$ cat config.mk
export PLATFORM = sky130hd
export DESIGN_NAME = piezo_tone_gen
export DESIGN_NICKNAME = d
export VERILOG_FILES = /design/src/rtl/piezo_pkg.sv /design/src/rtl/piezo_tone_gen_note_half_rom.sv /design/src/rtl/piezo_tone_gen.sv
export SDC_FILE = /design/constraint.sdc
export NUM_CORES = 1
export LEC_CHECK = 0
export BUFFER_PORTS_ARGS = -buffer_cell sky130_fd_sc_hd__buf_4
export CORE_MARGIN = 2
export CORE_UTILIZATION = 40
export CTS_CLUSTER_SIZE = 20
export DETAILED_ROUTE_END_ITERATION = 7
export GPL_TIMING_DRIVEN = 0
export HOLD_SLACK_MARGIN = 0.02
export MAX_ROUTING_LAYER = met4
export PLACE_DENSITY = 0.53
export SETUP_SLACK_MARGIN = 0.5
export SYNTH_ARGS = -nofsm -noshare
export SYNTH_HDL_FRONTEND = slang
export SYNTH_SLANG_ARGS = --single-unit
export TNS_END_PERCENT = 1
$ cat constraint.sdc
create_clock -name clk -period 7.2 [get_ports clk]
set_clock_uncertainty 0.1 [all_clocks]
set_input_delay 1.08 -clock clk [delete_from_list [all_inputs] [get_ports clk]]
set_output_delay 1.08 -clock clk [all_outputs]
set_load 0.01 [all_outputs]
$ cat src/rtl/piezo_pkg.sv
// Shared note codes, tone frequencies, FSM state codes and the half-period helper
// for the piezo tone generator.
package piezo_pkg;

  localparam logic [3:0] NOTE_REST = 4'd0;
  localparam logic [3:0] NOTE_C4   = 4'd1;
  localparam logic [3:0] NOTE_D4   = 4'd2;
  localparam logic [3:0] NOTE_E4   = 4'd3;
  localparam logic [3:0] NOTE_F4   = 4'd4;
  localparam logic [3:0] NOTE_G4   = 4'd5;
  localparam logic [3:0] NOTE_A4   = 4'd6;
  localparam logic [3:0] NOTE_B4   = 4'd7;
  localparam logic [3:0] NOTE_C5   = 4'd8;

  // Entry i is the frequency of note code i+1, in Hz.
  localparam int unsigned FREQ_HZ [0:7] = '{32'd262, 32'd294, 32'd330, 32'd349,
                                            32'd392, 32'd440, 32'd494, 32'd523};

  localparam logic [1:0] ST_IDLE = 2'd0;
  localparam logic [1:0] ST_TONE = 2'd1;
  localparam logic [1:0] ST_BUZZ = 2'd2;

  function automatic int unsigned half_period(input int unsigned clk_hz, input int unsigned f);
    if (f == 32'd0) begin
      return 32'd0;
    end else begin
      return clk_hz / (32'd2 * f);
    end
  endfunction

endpackage

$ cat src/rtl/piezo_tone_gen_note_half_rom.sv
// Combinational note-code to half-period lookup; rest and invalid codes give 0.
module note_half_rom #(
  parameter int unsigned CLK_HZ = 50_000_000,
  parameter int          CNT_W  = 18
) (
  input  logic [3:0]       code,
  output logic [CNT_W-1:0] half
);
  import piezo_pkg::*;

  localparam logic [CNT_W-1:0] H_C4 = CNT_W'(half_period(CLK_HZ, FREQ_HZ[0]));
  localparam logic [CNT_W-1:0] H_D4 = CNT_W'(half_period(CLK_HZ, FREQ_HZ[1]));
  localparam logic [CNT_W-1:0] H_E4 = CNT_W'(half_period(CLK_HZ, FREQ_HZ[2]));
  localparam logic [CNT_W-1:0] H_F4 = CNT_W'(half_period(CLK_HZ, FREQ_HZ[3]));
  localparam logic [CNT_W-1:0] H_G4 = CNT_W'(half_period(CLK_HZ, FREQ_HZ[4]));
  localparam logic [CNT_W-1:0] H_A4 = CNT_W'(half_period(CLK_HZ, FREQ_HZ[5]));
  localparam logic [CNT_W-1:0] H_B4 = CNT_W'(half_period(CLK_HZ, FREQ_HZ[6]));
  localparam logic [CNT_W-1:0] H_C5 = CNT_W'(half_period(CLK_HZ, FREQ_HZ[7]));

  always_comb begin
    case (code)
      NOTE_C4: half = H_C4;
      NOTE_D4: half = H_D4;
      NOTE_E4: half = H_E4;
      NOTE_F4: half = H_F4;
      NOTE_G4: half = H_G4;
      NOTE_A4: half = H_A4;
      NOTE_B4: half = H_B4;
      NOTE_C5: half = H_C5;
      default: half = '0;
    endcase
  end

endmodule

$ cat src/rtl/piezo_tone_gen.sv
// Piezo square-wave generator: 50% duty note tones with an optional miss buzz,
// enabled by defining PIEZO_MISS_BUZZ_EN.
module piezo_tone_gen #(
  parameter int unsigned CLK_HZ      = 50_000_000,
  parameter int          CNT_W       = 18,
  parameter int unsigned MISS_CYCLES = 25_000_000,
  parameter int unsigned BUZZ_HZ     = 200
) (
  input  logic       clk,
  input  logic       reset,
  input  logic [3:0] note,
  input  logic       miss,
  output logic       piezo,
  output logic       busy,
  output logic [3:0] cur_note
);
  import piezo_pkg::*;

  logic [1:0]       state_q, state_d;
  logic [CNT_W-1:0] cnt_q, cnt_d;
  logic             piezo_q, piezo_d;
  logic             busy_q, busy_d;
  logic [3:0]       cur_note_q, cur_note_d;
  logic [3:0]       note_s;
  logic [CNT_W-1:0] half_s;
  logic             go_buzz_s;

  note_half_rom #(.CLK_HZ(CLK_HZ), .CNT_W(CNT_W)) u_rom (
    .code (cur_note_q),
    .half (half_s)
  );

`ifdef PIEZO_MISS_BUZZ_EN
  // The duration counter is sized from MISS_CYCLES, which can exceed CNT_W bits.
  localparam int               DUR_W     = (MISS_CYCLES > 32'd1) ? $clog2(MISS_CYCLES) : 1;
  localparam logic [DUR_W-1:0] DUR_LOAD  = DUR_W'(MISS_CYCLES - 32'd1);
  localparam logic [CNT_W-1:0] BUZZ_HALF = CNT_W'(half_period(CLK_HZ, BUZZ_HZ));

  logic             miss_q, miss_d;
  logic [DUR_W-1:0] dur_q, dur_d;

  assign go_buzz_s = miss & ~miss_q;
`else
  // The miss input and buzz parameters have no function in this build.
  logic miss_unused_s;
  assign miss_unused_s = miss & (MISS_CYCLES != 32'd0) & (BUZZ_HZ != 32'd0);
  assign go_buzz_s     = 1'b0;
`endif

  always_comb begin
    if ((note >= NOTE_C4) && (note <= NOTE_C5)) begin
      note_s = note;
    end else begin
      note_s = NOTE_REST;
    end
  end

  always_comb begin
    state_d = state_q;
    cnt_d   = cnt_q;
    piezo_d = piezo_q;
    if (note_s != cur_note_q) begin
      cur_note_d = note_s;
    end else begin
      cur_note_d = cur_note_q;
    end
`ifdef PIEZO_MISS_BUZZ_EN
    miss_d = miss;
    dur_d  = go_buzz_s ? DUR_LOAD : dur_q;
`endif
    case (state_q)
      ST_IDLE, ST_TONE: begin
        if (go_buzz_s) begin
          state_d = ST_BUZZ;
          cnt_d   = '0;
          piezo_d = 1'b0;
        end else if ((cur_note_d != cur_note_q) || (state_q == ST_IDLE)) begin
          state_d = (cur_note_d != NOTE_REST) ? ST_TONE : ST_IDLE;
          cnt_d   = '0;
          piezo_d = 1'b0;
        end else if (cnt_q == (half_s - CNT_W'(1))) begin
          cnt_d   = '0;
          piezo_d = ~piezo_q;
        end else begin
          cnt_d = cnt_q + CNT_W'(1);
        end
      end
`ifdef PIEZO_MISS_BUZZ_EN
      ST_BUZZ: begin
        // A note change only updates cur_note here; it is heard once the buzz ends.
        if ((dur_q == '0) && !go_buzz_s) begin
          state_d = (cur_note_d != NOTE_REST) ? ST_TONE : ST_IDLE;
          cnt_d   = '0;
          piezo_d = 1'b0;
        end else begin
          dur_d = go_buzz_s ? DUR_LOAD : (dur_q - DUR_W'(1));
          if (cnt_q == (BUZZ_HALF - CNT_W'(1))) begin
            cnt_d   = '0;
            piezo_d = ~piezo_q;
          end else begin
            cnt_d = cnt_q + CNT_W'(1);
          end
        end
      end
`endif
      default: begin
        state_d = ST_IDLE;
        cnt_d   = '0;
        piezo_d = 1'b0;
      end
    endcase
    busy_d = (state_d != ST_IDLE);
  end

  always_ff @(posedge clk) begin
    if (reset) begin
      state_q    <= ST_IDLE;
      cnt_q      <= '0;
      piezo_q    <= 1'b0;
      busy_q     <= 1'b0;
      cur_note_q <= NOTE_REST;
    end else begin
      state_q    <= state_d;
      cnt_q      <= cnt_d;
      piezo_q    <= piezo_d;
      busy_q     <= busy_d;
      cur_note_q <= cur_note_d;
    end
  end

`ifdef PIEZO_MISS_BUZZ_EN
  always_ff @(posedge clk) begin
    if (reset) begin
      miss_q <= 1'b0;
      dur_q  <= '0;
    end else begin
      miss_q <= miss_d;
      dur_q  <= dur_d;
    end
  end
`endif

  assign piezo    = piezo_q;
  assign busy     = busy_q;
  assign cur_note = cur_note_q;

endmodule

==> key figures, run 1 <==
Outcome
  – Status: complete, no violations

Timing
  – RSZ-0062 raised after global routing: false
  – Achievable clock frequency: 321 MHz
  – Max-slew violation count: 0
  – Worst-Margin Slew: around 800 ps
  – Count of endpoints failing setup in the final report: 0
  – Min Clock Period, post-route: 3120 ps
  – Portion of the clock cycle consumed by the worst path in the final layout: 43.3%
  – Worst slew margin relative to its limit: 44.6%
  – Number of hold violations in the final report: 0
  – Final setup TNS: 0 ps

Global routing
  – Maximum number of pins on one net before global-route repair: 16
  – GRT Util Overall: 18.9%
  – Antenna violations before repair: 0
  – Global-route wire length before repair: around 9300 µm
  – Global-route congestion overflow total: 0
  – Number of global-route vias before repair: 1903

Routing
  – Total length of routed wires: 5600 µm
  – DRC violation count after routing: 0
  – Total via count after detailed routing: 2001
  – Drt first pass iters: 4
  – Post-route antenna net violation count: 0
  – Starting DRC count in detailed routing: 110
  – Wire length per cell: 14.9 µm
  – Via count normalized by instance count: 5.31

Critical path
  – Crit path launch: u_rom.half[12]
  – Critical path startpoint category: flop
  – Setup Crit Path Kind: flop to flop
  – Highest fanout seen on the critical path: 10
  – Worst R2R End: cnt_q[11]
  – Capturing element type of the critical path: flop
  – Endpoint of the worst setup timing path: cnt_q[11]
  – Worst reg-to-reg setup slack: approximately 4100 ps
  – Beginning of the worst register-to-register path: u_rom.half[12]
  – Worst Path Required: just over 7000 ps
  – Arr. time, crit path: 3180 ps
  – Cells on worst reg2reg path: 8

Placed design
  – Cells after DPL: between 300 and 400
  – Placed wire-length estimate after detailed placement: 4420 µm
  – GP Congestion: about 0.90
  – Port-buffer cells: 8

Logic synthesis
  – Post-Syn Instances: roughly 290
  – Async S/R FF share, synth: 0%
  – Most frequently used cell type in the post-synthesis netlist: dfxtp_1
  – Commonest register cell after synthesis: dfxtp_1
  – Number of synthesized flops with an enable pin: 0
  – Synthesized Nets: 302
  – Warnings from Yosys: 0
  – Mapped Avg Cell Area: around 8.4 µm²
  – Top post-synthesis cells by area: dfxtp_1 34%, xnor2_1 7.6%, xor2_1 6.5%
  – Ranking of synthesized cells by instance count: 41 x dfxtp_1, 24 x nand2_1, 23 x nor2_1
  – Top cell type by total area after synthesis: dfxtp_1
  – Portion of the post-synthesis area used by sequential elements: between 30% and 40%
  – Number of different library cells in the post-synthesis netlist: 45
  – Number of flip-flops and latches in the synthesized netlist: 41
  – Post-synth design cell area: 2410 µm²
  – Share of the synthesized area in the top cell type: 34.1%

Clocking
  – Insertion delay of the later-clocked pin in the worst-skew pair: 300 ps
  – Clk sinks: 41
  – Number of levels the H-tree was split into: 2
  – Cell at the root of the clock tree: clkbuf_8
  – Postcts setup bufs: 0
  – Maximum clock path buffer count: 2
  – Post-cts hold buffer count: 0
  – CTS Buf Count: 5
  – Clock tree from TritonCTS: built
  – Clock-pin transition on the worst setup and hold timing paths: 90 ps
  – CTS-repair resized insts: 0

Floorplan
  – Top Ports: 13
  – Height of the die: 81.6 µm
  – Die Area: 6660 µm²
  – Number of standard-cell rows in the floorplan: 28
  – Starting utilization of the core area: 40.9%
  – Die X: 81.6 µm
  – Core Footprint: about 5900 µm²

Power
  – Leakage power: 0.987 nW
  – Power density of the placed cells: 187 nW/µm²
  – Overall Power: ~0.00050 W
  – Peak VDD IR: 0.0838 mV

Hold path
  – Kind of path behind the tightest hold check: flop to flop
  – Hold path cells: 1
  – Worst hold path startpoint: state_q[1]

Cells and area
  – Diodes inserted: 0
  – Proportion of layout cells with a drive suffix above 1: 9.93%
  – Nets@finish: between 300 and 400
  – Layout overhead on the synthesized area: 10.3%
  – Post-route insts no fill: 377
  – Total of fill cells in the finished design: between 500 and 600

Job
  – # Max-Cap Violations: 0
how the worst min path moves through the flow:
stage                  to  slack [ps]
6_report             busy         350
5_1_grt              busy         380
4_1_cts              busy         350
3_5_place_dp         busy         340
3_3_place_gp   state_q[0]         330
2_1_floorplan        busy         320
per-layer routing:
metal,share of wire (%),GRT usage (%)
met1,49,24.3
met2,46,30.0
met3,2.6,3.41
met4,1.9,6.50
met5,0,-
layout make-up:
class	count	area, µm²	share of cell area (%)
Clock inverter	3	25.0	0.942
Timing Repair Buffer	8	60.1	2.26
Inverter	15	56.3	2.12
Sequential cell	41	821	30.9
Buffer	10	55.1	2.07
Tap cell	75	93.8	3.53
Clock buffer	5	68.8	2.59
Multi-Input combinational cell	220	1480	55.6
state kept, by name, indices dropped and copies added, names as in the netlist:
| register | flops |
|---|---|
| state_q | 2 |
| cnt_q | 18 |
| cur_note | 4 |
| u_rom.half | 15 |
| busy | 1 |
| piezo | 1 |
cell usage in the layout, fill, tap and decap left out, drive strengths merged, types with 2 or more instances in the layout:
cell     netlist  routed
nand2         24      24
nand2b         2       2
xor2          18      18
nor2          23      23
a211oi        20      20
inv           15      16
buf            4      12
o2111ai        4       4
a31oi          5       5
ha             9       9
nand3         14      14
or2            4       4
nand4          7       7
nor3          10      10
nor4           5       5
a21oi         10      10
clkbuf         6      11
and3           3       3
mux2i          3       3
dfxtp         41      41
or4            5       5
nor2b          4       4
o21ai          9       9
xnor2         21      21
or3            5       5
worst max-delay path: stages, from the launching register on:
cell and delay (ps):
dfxtp_1 320, buf_6 130, nor4_1 720, nand3_1 220
o41ai_1 450, nand4_2 190, nor4b_4 550, buf_6 220
a211oi_1 70
cells by family after synthesis:
kind of cell	Yosys count	share of synthesized area, %
other	1	0.156
adders and majority gates	9	4.68
muxes	3	1.25
DFF	41	34.1
xor gates and xnor gates	39	14.2
AOI/OAI and AO/OA	58	16.7
and+or+nand+nor	110	24.3
buffers and inverters	25	4.62
power breakdown:
group          internal [W]  switching (W)   total, W  leakage (nW)
Sequential         0.000234     0.00000878   0.000243         0.335
Clock             0.0000700      0.0000858   0.000156        0.0447
Combinational     0.0000401      0.0000585  0.0000986         0.608
stage by stage:
stage / hold slack (ps) / instance area [µm²] / setup WS (ps) / util, %
finish: 354 / 2660 / 4080 / 45.1
global route: 378 / 2660 / 3820 / 45.1
floorplan: 321 / 2410 / 4410 / -
CTS: 353 / 2660 / 4070 / 45.1
global placement: 335 / 2560 / 3920 / 43.5
detailed placement: 338 / 2560 / 3930 / 43.5
Power figures use the tool's default switching activity.
==> run 2: changes to the inputs <==
--- a/config.mk
+++ b/config.mk
@@ -5,6 +5,7 @@
 export SDC_FILE = /design/constraint.sdc
 export NUM_CORES = 1
 export LEC_CHECK = 0
+export ABC_AREA = 1
 export BUFFER_PORTS_ARGS = -buffer_cell sky130_fd_sc_hd__buf_4
 export CORE_MARGIN = 2
 export CORE_UTILIZATION = 40
@@ -13,7 +14,7 @@
 export GPL_TIMING_DRIVEN = 0
 export HOLD_SLACK_MARGIN = 0.02
 export MAX_ROUTING_LAYER = met4
-export PLACE_DENSITY = 0.53
+export PLACE_DENSITY = 0.55
 export SETUP_SLACK_MARGIN = 0.5
 export SYNTH_ARGS = -nofsm -noshare
 export SYNTH_HDL_FRONTEND = slang
==> constraint.sdc (replaced) <==
create_clock -name clk -period 2.65 [get_ports clk]
set_clock_uncertainty 0.1 [all_clocks]
set_input_delay 0.3975 -clock clk [delete_from_list [all_inputs] [get_ports clk]]
set_output_delay 0.3975 -clock clk [all_outputs]
set_load 0.01 [all_outputs]
==> key figures, run 2 <==
Outcome
  – Status: complete, no violations

Routing
  – Post-route antenna net violation count: 0 (unchanged)
  – Starting DRC count in detailed routing: 91 (-17%)
  – Via count normalized by instance count: 4.65 (-12%)
  – Drt first pass iters: 4 (unchanged)
  – Wire length per cell: 11.8 µm (-21%)
  – DRC violation count after routing: 0 (unchanged)
  – Total length of routed wires: 5690 µm (+1.5%)
  – Total via count after detailed routing: 2247 (+12%)

Timing
  – RSZ-0062 raised after global routing: true
  – Achievable clock frequency: 458 MHz (+43%)
  – Max-slew violation count: 0 (unchanged)
  – Min Clock Period, post-route: 2180 ps (-937 ps)
  – Worst slew margin relative to its limit: 65.4% (+21 points)
  – Count of endpoints failing setup in the final report: 0 (unchanged)
  – Number of hold violations in the final report: 0 (unchanged)
  – Portion of the clock cycle consumed by the worst path in the final layout: 82.3% (+39 points)
  – Worst-Margin Slew: 517 ps (-307 ps)
  – Final setup TNS: 0 ps (unchanged)

Cells and area
  – Most common library cell in the layout ignoring fill and taps: nand2_1
  – Layout overhead on the synthesized area: 21.4%
  – Proportion of layout cells with a drive suffix above 1: 23.9% (+14 points)
  – Diodes inserted: 0 (unchanged)
  – Post-route insts no fill: 483 (+28%)
  – Most frequent cells in the layout: 81 x nand2_1, 51 x nor2_1, 45 x inv_1
  – Number of flip-flops under the largest register name: 18 (unchanged)
  – Nets@finish: 421 (+33%)
  – Register bank with the most flops: cnt_q

Logic synthesis
  – Commonest register cell after synthesis: dfxtp_1
  – Top cell type by total area after synthesis: dfxtp_1
  – Adder-cell area share of the yosys netlist: 4.41% (-0.26 points)
  – Mapped Avg Cell Area: 6.88 µm² (-18%)
  – Post-Syn Instances: 371 (+30%)
  – Compound-cell area share of the yosys netlist: 4.95% (-12 points)
  – Number of synthesized flops with an enable pin: 0 (unchanged)
  – Portion of the post-synthesis area used by sequential elements: 32.2% (-1.9 points)
  – Number of different library cells in the post-synthesis netlist: 32 (-29%)
  – Main combinational cell family by area after synthesis: simple AND/OR/NAND/NOR gates
  – Number of flip-flops and latches in the synthesized netlist: 41 (unchanged)
  – Post-synth design cell area: 2550 µm² (+5.9%)
  – Share of the synthesized area in the top cell type: 32.2% (-1.9 points)
  – Async S/R FF share, synth: 0% (unchanged)
  – Top post-synthesis cells by area: dfxtp_1 32%, nand2_1 13%, nor2_1 8.7%
  – Synthesized Nets: 387 (+28%)
  – Fraction of the mapped netlist area in simple logic gates: 40.6% (+16 points)
  – Fraction of synthesized area in multiplexers: 0.392% (-0.85 points)
  – Ranking of synthesized cells by instance count: 85 x nand2_1, 59 x nor2_1, 48 x inv_1
  – Warnings from Yosys: 0 (unchanged)
  – Xor and xnor fraction of the mapped netlist area: 8.58% (-5.6 points)
  – Most frequently used cell type in the post-synthesis netlist: nand2_1

Critical path
  – Setup Crit Path Kind: flop to flop
  – Critical-path cell list: nor2_4 -> nand2_2 -> nor2_4 -> nand2_1 -> nand3_1 -> nand2_1 -> nor3_2 -> buf_4 -> nand4_4 -> o21ai_4 -> buf_6 -> buf_8 -> nor2_2
  – Worst reg-to-reg setup slack: 470 ps (-3610 ps)
  – Arr. time, crit path: 2280 ps (-900 ps)
  – Cells on worst reg2reg path: 13 (+5)
  – Worst Path Required: 2750 ps (-4510 ps)
  – Maximum cell stage delay along the critical path: 380 ps (-340 ps)
  – Cell with the largest stage delay on the worst path: dfxtp_4
  – Critical path startpoint category: flop
  – Capturing element type of the critical path: flop
  – Highest fanout seen on the critical path: 5 (-5)
  – Worst R2R End: cnt_q[14]
  – Beginning of the worst register-to-register path: u_rom.half[14]

Power
  – Net switching component of the power: 0.000469 W (+210%)
  – Power density of the placed cells: 493 nW/µm² (+160%)
  – Proportion of power drawn by the clock network: 34.2% (+2.9 points)
  – Proportion of total power due to net switching: 30.7% (-0.040 points)
  – Leakage power: 1.33 nW (+35%)
  – Internal portion of total power: 0.00106 W (+210%)
  – Overall Power: 0.00153 W (+210%)
  – Logic pwr share: 22.2% (+2.4 points)
  – Peak VDD IR: 0.256 mV (+210%)
  – Sequential power share: 43.6% (-5.3 points)

Clocking
  – Maximum clock path buffer count: 2 (unchanged)
  – Clock-pin transition on the worst setup and hold timing paths: 90 ps (about the same)
  – Clock tree from TritonCTS: built
  – CTS Buf Count: 5 (unchanged)
  – Clk sinks: 41 (unchanged)
  – Post-cts hold buffer count: 0 (unchanged)
  – Number of levels the H-tree was split into: 2 (unchanged)
  – Insertion delay of the later-clocked pin in the worst-skew pair: 300 ps (about the same)
  – Cell at the root of the clock tree: clkbuf_8

Placed design
  – Port-buffer cells: 10 (+2)
  – GP Congestion: 0.911 (+1.3%)
  – Cells after DPL: 458 (+24%)
  – Placed wire-length estimate after detailed placement: 4300 µm (-2.8%)

Hold path
  – Hold path cells: 3 (+2)
  – Worst hold path startpoint: note[1]
  – Hold Path Sink: u_rom.half[5]
  – Kind of path behind the tightest hold check: input port to flop

Floorplan
  – Starting utilization of the core area: 40.9% (-0.045 points)
  – Number of standard-cell rows in the floorplan: 29 (+3.6%)
  – Die X: 83.9 µm (+2.8%)
  – Height of the die: 83.9 µm (+2.8%)
  – Die Area: 7030 µm² (+5.6%)
  – Top Ports: 13 (unchanged)
  – Core Footprint: 6240 µm² (+6.0%)

Job
  – # Max-Cap Violations: 0 (unchanged)

Global routing
  – Global-route wire length before repair: 9660 µm (+3.3%)
  – Maximum number of pins on one net before global-route repair: 15 (-1)
  – GRT Util Overall: 17.5% (-1.4 points)
  – Number of global-route vias before repair: 2095 (+10%)
  – Antenna violations before repair: 0 (unchanged)
  – Global-route congestion overflow total: 0 (unchanged)
[run 2: cell count changes after synthesis, moves of 8 or more]
cell,change
nor2_2,+18
nand3_1,+8
nor2_1,+36
inv_1,+33
xnor2_1,-12
nand2_1,+61
a211oi_1,-20
[run 2: logic make-up after synthesis]
| kind of cell | count (synthesis) |
|---|---|
| mux | 1 |
| fa+ha+maj | 9 |
| flops | 41 |
| compound gates | 21 |
| other cells | 1 |
| simple gates | 218 |
| buf+inv | 55 |
| xor+xnor | 25 |
[run 2: how the worst max path moves through the flow]
stage | slack, ps | from | cells past startpoint | endpoint
after floorplan | 570 | u_rom.half[0] | 14 | cnt_q[6]
after global placement | 100 | u_rom.half[0] | 14 | cnt_q[6]
after detailed placement | 80 | u_rom.half[0] | 14 | cnt_q[6]
after CTS | 460 | u_rom.half[0] | 15 | cnt_q[6]
after global routing | 350 | u_rom.half[14] | 15 | cnt_q[14]
final | 470 | u_rom.half[14] | 13 | cnt_q[14]
[run 2: timing repair]
action | 4_1_cts | 5_1_grt
resized for setup | 22 | 17
pin swaps | 7 | 10
buffers inserted | 11 | 5
cloned | 1 | 0
setup endpoints to repair | 19 | 19
[run 2: layout make-up]
| type | count | area [µm²] |
|---|---|---|
| Fill cell | 613 | 3140 |
| Multi-Input combinational cell | 275 | 1590 |
| Sequential cell | 41 | 833 |
| Timing Repair Buffer | 27 | 230 |
| Inverter | 51 | 199 |
| Tap cell | 77 | 96.3 |
| Clock buffer | 5 | 68.8 |
| Clock inverter | 3 | 46.3 |
| Buffer | 4 | 35.0 |
[run 2: worst max-delay path, delay by kind of cell, from the launching register on]
family,cells,cell delay (ps)
and+or+nand+nor,9,980
buffers and inverters,3,400
AOI/OAI and AO/OA,1,220
DFF,1,380
[run 2: layer usage]
| layer | vias up | part of all wire, % | global-route usage [%] |
|---|---|---|---|
| met4 | 0 | 1.4 | 4.69 |
| met5 | - | 0 | - |
| met2 | 25 | 49 | 29.8 |
| met3 | 7 | 2.3 | 3.36 |
| met1 | 990 | 48 | 21.3 |
| li1 | 1225 | - | - |
[run 2: metrics by stage]
step	hold slack, ps	worst slack, ps	area, µm²	utilization [%]
finish	301	468	3100	49.6
detailed placement	399	83.9	2720	43.6
global placement	396	97.4	2720	43.6
global route	361	349	3100	49.6
floorplan	341	569	2550	-
CTS	301	464	3020	48.4
[run 2: power groups by stage]
stage | sequential [W] | clock, W | combinational, W
after floorplan | 0.000673 | 0 | 0.000215
after global placement | 0.000679 | 0 | 0.000272
after detailed placement | 0.000679 | 0 | 0.000272
after CTS | 0.000664 | 0.000540 | 0.000312
after global routing | 0.000669 | 0.000559 | 0.000378
final | 0.000666 | 0.000523 | 0.000339
